==> src/rtl/fetch_pkg.sv <==
// ---------------------------------------------------------------------------
// fetch_pkg
// Shared types and constants for the fetch/branch-prediction slice.
//   ctr_e       : 2-bit saturating direction counter encodings
//   btb_entry_t : one branch-target-buffer record
//   PC_INC      : sequential fetch increment
//   ctr_next()  : saturating counter update
// ---------------------------------------------------------------------------
package fetch_pkg;

   typedef enum logic [1:0] {
      SNT = 2'd0,
      WNT = 2'd1,
      WT  = 2'd2,
      ST  = 2'd3
   } ctr_e;

   typedef struct packed {
      logic        valid;
      logic [29:0] tag;
      logic [31:0] target;
      ctr_e        ctr;
   } btb_entry_t;

   localparam logic [31:0] PC_INC = 32'd4;

   // Saturating increment on taken, saturating decrement on not-taken.
   function automatic ctr_e ctr_next(input ctr_e c, input logic taken);
      case (c)
         SNT:     return taken ? WNT : SNT;
         WNT:     return taken ? WT  : SNT;
         WT:      return taken ? ST  : WNT;
         ST:      return taken ? ST  : WT;
         default: return SNT;
      endcase
   endfunction

endpackage

==> src/rtl/btb_table.sv <==
// ---------------------------------------------------------------------------
// btb_table
// Fully associative branch target buffer with round-robin replacement.
// Ports:
//   clk, rst_n             : clock, synchronous active-low reset
//   lookup_tag[29:0]       : word address being fetched
//   hit, hit_ctr, hit_target : combinational lookup result (pre-update state)
//   upd_en, upd_tag, upd_target, upd_taken : resolved branch/jump update
// Parameter ENTRIES must be a power of two (2..16) so the pointer wraps
// naturally at its width.
// ---------------------------------------------------------------------------
module btb_table
   import fetch_pkg::*;
#(
   parameter int ENTRIES = 8
) (
   input  logic        clk,
   input  logic        rst_n,
   input  logic [29:0] lookup_tag,
   output logic        hit,
   output ctr_e        hit_ctr,
   output logic [31:0] hit_target,
   input  logic        upd_en,
   input  logic [29:0] upd_tag,
   input  logic [31:0] upd_target,
   input  logic        upd_taken
);

   localparam int PTR_W = (ENTRIES > 1) ? $clog2(ENTRIES) : 1;

   btb_entry_t       btb_q [ENTRIES];
   logic [PTR_W-1:0] rr_ptr_q;
   logic             upd_hit;
   logic [PTR_W-1:0] upd_idx;

   // Fetch-side match. Tags are unique (allocation only happens on a miss),
   // so the lowest-index priority is only a tie-break formality.
   always_comb begin
      // NOTE: every output gets a default first, so no path leaves it unassigned and no latch is inferred.
      hit        = 1'b0;
      hit_ctr    = SNT;
      hit_target = '0;
      for (int i = ENTRIES - 1; i >= 0; i--) begin
         if (btb_q[i].valid && (btb_q[i].tag == lookup_tag)) begin
            hit        = 1'b1;
            hit_ctr    = btb_q[i].ctr;
            hit_target = btb_q[i].target;
         end
      end
   end

   // Update-side match, independent of the fetch-side lookup.
   always_comb begin
      upd_hit = 1'b0;
      upd_idx = '0;
      for (int i = ENTRIES - 1; i >= 0; i--) begin
         if (btb_q[i].valid && (btb_q[i].tag == upd_tag)) begin
            upd_hit = 1'b1;
            upd_idx = PTR_W'(i);
         end
      end
   end

   always_ff @(posedge clk) begin
      if (!rst_n) begin
         rr_ptr_q <= '0;
         // NOTE: only valid and ctr are reset; tag/target are don't-care while valid is low, so they stay plain storage.
         for (int i = 0; i < ENTRIES; i++) begin
            btb_q[i].valid <= 1'b0;
            btb_q[i].ctr   <= SNT;
         end
      end else if (upd_en) begin
         if (upd_hit) begin
            btb_q[upd_idx].ctr <= ctr_next(btb_q[upd_idx].ctr, upd_taken);
            if (upd_taken) begin
               btb_q[upd_idx].target <= upd_target;
            end
         end else if (upd_taken) begin
            btb_q[rr_ptr_q] <= '{valid: 1'b1, tag: upd_tag, target: upd_target, ctr: WT};
            rr_ptr_q        <= rr_ptr_q + PTR_W'(1);
         end
      end
   end

endmodule

==> src/rtl/fetch_predict.sv <==
// ---------------------------------------------------------------------------
// fetch_predict
// Fetch PC register with BTB-based next-PC prediction.
// Ports:
//   clk, rst_n        : clock, synchronous active-low reset
//   stall             : hold the PC
//   redirect, redirect_pc : execute-stage mispredict correction (wins over stall)
//   upd_en, upd_pc, upd_target, upd_taken : resolved branch/jump training
//   pc                : current fetch PC
//   pred_taken, pred_target : prediction for pc (pred_target = pc+4 if not taken)
// Optional macro FETCH_PREDICT_PERF_EN adds lookup_cnt / hit_cnt counters.
// ---------------------------------------------------------------------------
module fetch_predict
   import fetch_pkg::*;
#(
   parameter int          ENTRIES  = 8,
   parameter logic [31:0] RESET_PC = 32'h0000_0000
) (
   input  logic        clk,
   input  logic        rst_n,
   input  logic        stall,
   input  logic        redirect,
   input  logic [31:0] redirect_pc,
   input  logic        upd_en,
   input  logic [31:0] upd_pc,
   input  logic [31:0] upd_target,
   input  logic        upd_taken,
   output logic [31:0] pc,
   output logic        pred_taken,
   output logic [31:0] pred_target
`ifdef FETCH_PREDICT_PERF_EN
   ,
   output logic [31:0] lookup_cnt,
   output logic [31:0] hit_cnt
`endif
);

   logic        hit;
   ctr_e        hit_ctr;
   logic [31:0] hit_target;
   logic        unused_upd_lsb;

   // Instructions are word aligned; the low PC bits never reach the tag.
   assign unused_upd_lsb = ^upd_pc[1:0];

   btb_table #(
      .ENTRIES (ENTRIES)
   ) u_btb (
      .clk        (clk),
      .rst_n      (rst_n),
      .lookup_tag (pc[31:2]),
      .hit        (hit),
      .hit_ctr    (hit_ctr),
      .hit_target (hit_target),
      .upd_en     (upd_en),
      .upd_tag    (upd_pc[31:2]),
      .upd_target (upd_target),
      .upd_taken  (upd_taken)
   );

   // Prediction is forced to the post-reset sequential value while rst_n is
   // low, so downstream never sees an X-derived prediction.
   always_comb begin
      pred_taken  = 1'b0;
      pred_target = RESET_PC + PC_INC;
      if (rst_n) begin
         pred_taken  = hit && (hit_ctr >= WT);
         pred_target = pred_taken ? hit_target : (pc + PC_INC);
      end
   end

   always_ff @(posedge clk) begin
      // NOTE: state registers use non-blocking assignments so every flop samples pre-edge values.
      if (!rst_n) begin
         pc <= RESET_PC;
      end else if (redirect) begin
         pc <= redirect_pc;
      end else if (!stall) begin
         pc <= pred_target;
      end
   end

`ifdef FETCH_PREDICT_PERF_EN
   always_ff @(posedge clk) begin
      if (!rst_n) begin
         lookup_cnt <= '0;
         hit_cnt    <= '0;
      end else if (!stall && !redirect) begin
         lookup_cnt <= lookup_cnt + 32'd1;
         if (hit) begin
            hit_cnt <= hit_cnt + 32'd1;
         end
      end
   end
`endif

endmodule

==> config.mk <==
export PLATFORM = sky130hd
export DESIGN_NAME = fetch_predict
export DESIGN_NICKNAME = d
export VERILOG_FILES = /design/src/rtl/fetch_pkg.sv /design/src/rtl/btb_table.sv /design/src/rtl/fetch_predict.sv
export SDC_FILE = /design/constraint.sdc
export NUM_CORES = 1
export LEC_CHECK = 0
export ABC_AREA = 0
export CORE_ASPECT_RATIO = 0.5
export CORE_MARGIN = 10
export CORE_UTILIZATION = 54
export CTS_CLUSTER_DIAMETER = 50
export CTS_CLUSTER_SIZE = 20
export DETAILED_ROUTE_END_ITERATION = 12
export GPL_TIMING_DRIVEN = 0
export MAX_ROUTING_LAYER = met4
export PLACE_DENSITY_LB_ADDON = 0.08
export RECOVER_POWER = 50
export SETUP_SLACK_MARGIN = 0.5
export SLEW_MARGIN = 15
export SYNTH_ARGS = -nofsm -noshare
export SYNTH_HDL_FRONTEND = slang
export SYNTH_SLANG_ARGS = --single-unit
export TNS_END_PERCENT = 30
==> constraint.sdc <==
create_clock -name clk -period 4.88 [get_ports clk]
set_clock_uncertainty 0.05 [all_clocks]
set_input_delay 0.976 -clock clk [delete_from_list [all_inputs] [get_ports clk]]
set_output_delay 0.976 -clock clk [all_outputs]
set_load 0.1 [all_outputs]
Word-level counts from Yosys, hierarchy flattened
Memory sizes are Yosys's and may differ from the RTL's.
Index checks and enable logic that the tools add are counted.
{"block": "classes", "bitwise_logic": 1, "n_mux": 73, "n_addsub": 2, "n_eq_ne": 20, "n_reduce_logical": 21, "magnitude_cmp": 1}
{"operator": "30-bit equality test", "n": 16}
{"operator": "32-bit two-way mux", "n": 12}
{"operator": "65-bit two-way mux", "n": 2}
{"operator": "65-bit OR reduction", "n": 2}
{"operator": "1-bit two-way mux", "n": 33}
{"operator": "32-bit by 3-bit adder with 32-bit output (second input constant)", "n": 1}
{"operator": "3-bit two-way mux", "n": 10}
{"operator": "2-bit two-way mux", "n": 13}
{"operator": "1-bit logical AND", "n": 17}
{"operator": "4-bit two-way mux", "n": 2}
{"operator": "2-bit case mux with 4 select lines", "n": 1}
{"operator": "2-bit equality test (second input constant)", "n": 2}
{"operator": "3-bit by 1-bit adder with 3-bit output (second input constant)", "n": 1}
{"operator": "3-bit AND reduction", "n": 1}
{"operator": "2-bit by 1-bit equality test with 1-bit output (second input constant)", "n": 1}
{"operator": "2-bit >= comparator (second input constant)", "n": 1}
{"operator": "2-bit zero test", "n": 1}
{"operator": "2-bit by 1-bit != test with 1-bit output (second input constant)", "n": 1}
{"operator": "1-bit inverter", "n": 1}
{"block": "word_totals", "inputBits": 102, "out_inout_bits": 65, "memories": 1, "wordCells": 121, "reg_bits": 35, "ram_bits": 520}
{"name": "u_btb.btb_q", "depth": 8, "width": 65, "read_ports": 9, "rd_clocked_by_memory_dff": 0, "wr": 8, "line_no": "btb_table.sv:31", "source": "btb_entry_t btb_q [ENTRIES];"}

Longest topological paths before layout
Gate-level depths: netlist of run 1.
An unclocked memory read counts as a cell.
{"block": "depth", "ltp_word": 19, "depth_mapped": 15, "depth_no_buf": 11}

By module
A second synthesis of run 1 with hierarchy kept.
{"block": "unflattened", "hier_cells": 2279, "area_unflattened_um2": 28309.7}
{"mod": "btb_table", "area_per_inst_um2": 25588.3, "cells_each": 1918, "seq_area_each_um2": 15595.0, "instances": 1}
{"mod": "fetch_predict", "area_per_inst_um2": 2721.4, "cells_each": 361, "seq_area_each_um2": 640.6, "instances": 1}

Worst setup path after synthesis of run 1
OpenSTA, ideal clock, no wires.
{"block": "synth_path", "path_kind": "register -> output", "startpoint": "register pc[2]", "endpoint": "output port pred_target[29]", "path_stages_with_launch": 13, "t_required_ps": 3854, "setup_slack_ps": -1054, "path_buffers": 2, "t_arrival_ps": 4908, "path_cell_list": "dfxtp_1 buf_2 xnor2_1 nand4_1 or4_1 a211oi_2 nand2_1 a311o_1 a31o_1 buf_2 a211oi_1 a21oi_1 nor2b_1"}
{"block": "synth_via", "elab_chain_cells": 14, "elab_cells_between_ends": 45, "classes_between": "1 x add/sub; 1 x order compare; 8 x eq/ne; 26 x mux; 9 x reduce/logical"}
{"item": "start, declared", "line_no": "fetch_predict.sv:28", "source": "output logic [31:0] pc,"}
{"item": "start signal, assigned", "line_no": "fetch_predict.sv:77", "source": "pc <= redirect_pc;"}
{"item": "start signal, assigned", "line_no": "fetch_predict.sv:79", "source": "pc <= pred_target;"}
{"item": "30-bit equality test", "line_no": "btb_table.sv:44", "source": "if (btb_q[i].valid && (btb_q[i].tag == lookup_tag)) begin"}
{"item": "1-bit logical AND", "line_no": "btb_table.sv:44"}
{"item": "2-bit two-way mux (8 in series)", "line_no": "btb_table.sv:44"}
{"item": "2-bit >= comparator", "line_no": "fetch_predict.sv:67", "source": "pred_taken = hit && (hit_ctr >= WT);"}
{"item": "1-bit logical AND", "line_no": "fetch_predict.sv:67"}
{"item": "32-bit two-way mux (*)", "line_no": "fetch_predict.sv:68", "source": "pred_target = pred_taken ? hit_target : (pc + PC_INC);"}
{"item": "32-bit two-way mux (*)", "line_no": "fetch_predict.sv:66", "source": "if (rst_n) begin"}
{"item": "end, declared", "line_no": "fetch_predict.sv:30", "source": "output logic [31:0] pred_target"}
Every way passes the cells marked *; elsewhere a longest branch is shown, timed or not.

Worst setup path in the final report of run 1
{"block": "layout_path", "startpoint": "register pc[9]", "endpoint": "output port pred_target[21]"}
Same word-level chain as after synthesis.

==> flow_summary.json, run 1 <==
{
  "rsz0062_at_grt": "true",
  "powerDensity_nw_per_um2": 290,
  "async_reset_ff_share_pct": 0,
  "tns_ps": -6920,
  "drtPass1Iterations": 6,
  "syn_inst": 2213,
  "syn_area_per_cell_sq_um": 12.4,
  "synth_top_cells_by_area": "edfxtp_1 56%, xnor2_1 14%, nand4_1 3.9%",
  "clock_path_buffers": 3,
  "critPathLaunchType": "register",
  "clk_pin_slew_ps": 80,
  "worst_slack_ps": -296,
  "relSlewSlack_pct": 6.13,
  "fmax_ghz": 0.193,
  "drive_gt1_share_pct": 25.1,
  "synth_top_area_cell": "edfxtp_1",
  "io_pins": 167,
  "crit_required_ps": 3850,
  "worstSetupPathType": "register to output pin",
  "worstPathArrival_ps": 4150,
  "design_area_sq_um": 35900,
  "seq_area_frac_synth_pct": 59.2,
  "area_growth_pct": 30.7,
  "rows": 58,
  "overflow": 0,
  "core_area_sq_um": 50200,
  "yosys_warnings": 0,
  "track_usage_pct": 36.3,
  "yosys-top-cells-count": "512 x edfxtp_1, 434 x xnor2_1, 169 x nand4_1, 127 x o21ai_0, 77 x xor2_1",
  "wl_mm": 111,
  "maxCapViolations": 0,
  "period_share_pct": 106,
  "remaining_drc_errors": 0,
  "grt_pass1_vias": 20500,
  "ir_worst_vdd_v": 0.000282,
  "grt_antenna_before_repair": 2,
  "io_buffers": 131,
  "synth_most_common_cell": "edfxtp_1",
  "p_leak_nw": 12.2,
  "hold_violations": 0,
  "num_vias": 21500,
  "post_drt_wl_per_cell_um": 34.2,
  "clkSinkCount": 555,
  "root_buffer": "clkbuf_16",
  "ff2ff_setup_slack_ps": 320,
  "synth_cell_type_count": 59,
  "status": "finished with violations",
  "hold_path_class": "register to register",
  "ys.flop_type": "edfxtp_1",
  "place_congestion": 1.04,
  "die_w_um": 339,
  "cts_buffers": 40,
  "grt_pass1_wl_mm": 152,
  "layout_min_cycle_time_ps": 5180,
  "die_y_um": 179,
  "power_mw": 10.4,
  "vias_per_cell": 6.63,
  "cp_max_fo": 10,
  "synth_top_area_share_pct": 56.0,
  "cts_hold_buf": 0,
  "fillers": 3412,
  "start_util_pct": 54.6,
  "setup_viol": 32,
  "htreeDepth": 2,
  "cp-end-kind": "output pin",
  "ys_seq_elements": 555,
  "synth_area_sq_um": 27400,
  "fin_nets": 2630,
  "synth_nets": 2317,
  "grt_max_degree": 33,
  "synth-edff-count": 512,
  "hpwl_mm": 69.8,
  "dieArea_sq_um": 60800,
  "slew_viol_final": 0,
  "final_antenna_net_count": 0,
  "drt_iter0_drc": 3560,
  "violations": "negative setup slack",
  "clk-insertion-delay-late_ps": 600,
  "worstMarginPinSlew_ps": 1410,
  "placed_area_sq_um": 30400,
  "cts_tree": "built"
}
[where the power goes]
| part | leakage (nW) | internal (mW) | total [mW] | switching, mW |
|---|---|---|---|---|
| Sequential | 5.07 | 5.21 | 5.27 | 0.0538 |
| Combinational | 6.54 | 0.557 | 1.54 | 0.984 |
| Clock | 0.625 | 1.79 | 3.60 | 1.80 |
| Total | 12.2 | 7.56 | 10.4 | 2.84 |
[cells by family (layout without fill, tap and decap cells)]
kind of cell | after synthesis | in the layout | share of synthesized area [%]
DFF | 555 | 555 | 59.2
and+or+nand+nor | 529 | 538 | 10.8
xor gates and xnor gates | 511 | 511 | 16.3
AOI/OAI and AO/OA | 376 | 376 | 9.29
buffers and inverters | 208 | 534 | 3.19
muxes | 32 | 32 | 1.18
adders and majority gates | 2 | 2 | 0.0912
other | 0 | 3 | 0
[critical path, cell delays in order (launching register included)]
cell and delay [ps]:
dfxtp_4 360, clkbuf_16 170, buf_8 170, xnor2_1 190, nand4_1 170, nor4_4 340
buf_6 190, nand2_8 90, and2_1 180, a311o_1 380, a31o_4 270, buf_12 160
a311oi_4 420, a21oi_2 110, nor2b_4 150, buf_12 190
[flip-flops by register name, indices dropped and copies added, names as in the netlist]
register and flops:
pc 32, u_btb.btb_q 520, u_btb.rr_ptr_q 3
[area by class of cell]
cell class              instances  area (sq um)  area share, %
diodes                          3          7.51         0.0209
multi-input cells            1459         12400           34.7
plain buffers                 146          1650           4.61
flip-flops and latches        555         16300           45.6
inverters                      62           233          0.649
clock inverters                18           241          0.673
clock buffers                  46          1050           2.94
well taps                     690           863           2.41
repair buffers                262          3010           8.40
[worst paths after layout]
kind | start | endpoint | depth (start not counted)
worst min register to register | u_btb.btb_q[0][64]$_DFF_P_ | u_btb.btb_q[0][64]$_DFF_P_ | 1
worst max-delay path | pc[9]$_SDFFE_PN0P_ | pred_target[21] | 15
worst min-delay path | u_btb.btb_q[0][64]$_DFF_P_ | u_btb.btb_q[0][64]$_DFF_P_ | 1
worst max register to register | u_btb.btb_q[2][52]$_DFFE_PP_ | u_btb.btb_q[7][24]$_DFFE_PP_ | 11
[through the flow]
step	instances	util, %	hold slack (ps)	worst slack (ps)
2_1_floorplan	2213	-	420	224
3_3_place_gp	3034	60.2	450	-2800
3_5_place_dp	3039	60.5	460	-2260
4_1_cts	3191	69.0	482	-227
5_1_grt	3239	71.4	515	-348
6_report	3241	71.4	482	-296
[repair_timing]
| action | CTS | global route |
|---|---|---|
| setup endpoints to repair | 595 | 229 |
| pin swaps | 69 | 59 |
| hold endpoints to repair | 0 | 0 |
| gates resized for setup | 713 | 149 |
| setup buffers | 79 | 43 |
| gates cloned | 9 | 4 |
[metal layers]
layer	track usage, %	up-vias	part of all wire [%]
met2	55.4	1736	44
met4	18.8	0	6.3
li1	-	8824	-
met1	45.1	10500	37
met3	9.06	393	12
met5	-	-	0
[layout by cell type, fill, tap and decap left out, drive strengths merged, types with 6 or more instances in the layout]
| master | n |
|---|---|
| a21bo | 16 |
| a21o | 8 |
| a21oi | 67 |
| a221o | 11 |
| a221oi | 20 |
| a311oi | 6 |
| and2 | 43 |
| and3 | 8 |
| buf | 240 |
| clkbuf | 116 |
| clkdlybuf4s50 | 34 |
| clkinv | 9 |
| dfxtp | 43 |
| dlygate4sd3 | 64 |
| edfxtp | 512 |
| inv | 64 |
| mux2i | 29 |
| nand2 | 76 |
| nand2b | 6 |
| nand3 | 37 |
| nand4 | 169 |
| nor2 | 54 |
| nor2b | 35 |
| nor3 | 28 |
| nor3b | 9 |
| nor4 | 55 |
| o211a | 21 |
| o21a | 44 |
| o21ai | 138 |
| o311a | 14 |
| or4 | 6 |
| xnor2 | 434 |
| xor2 | 77 |
Note: power is estimated with default switching activity, not from simulation.
==> run 2, diff against run 1 <==
- ABC_CLOCK_PERIOD_IN_PS: not set -> 4880
==> results of run 2 <==
The final DEF is identical to that of run 1; final timing and power are the same.
==> run 3, diff against run 2 <==
- ABC_AREA: 0 -> not set
- CAP_MARGIN: not set -> 5
==> results of run 3 <==
The final DEF is identical to that of run 1; final timing and power are the same.
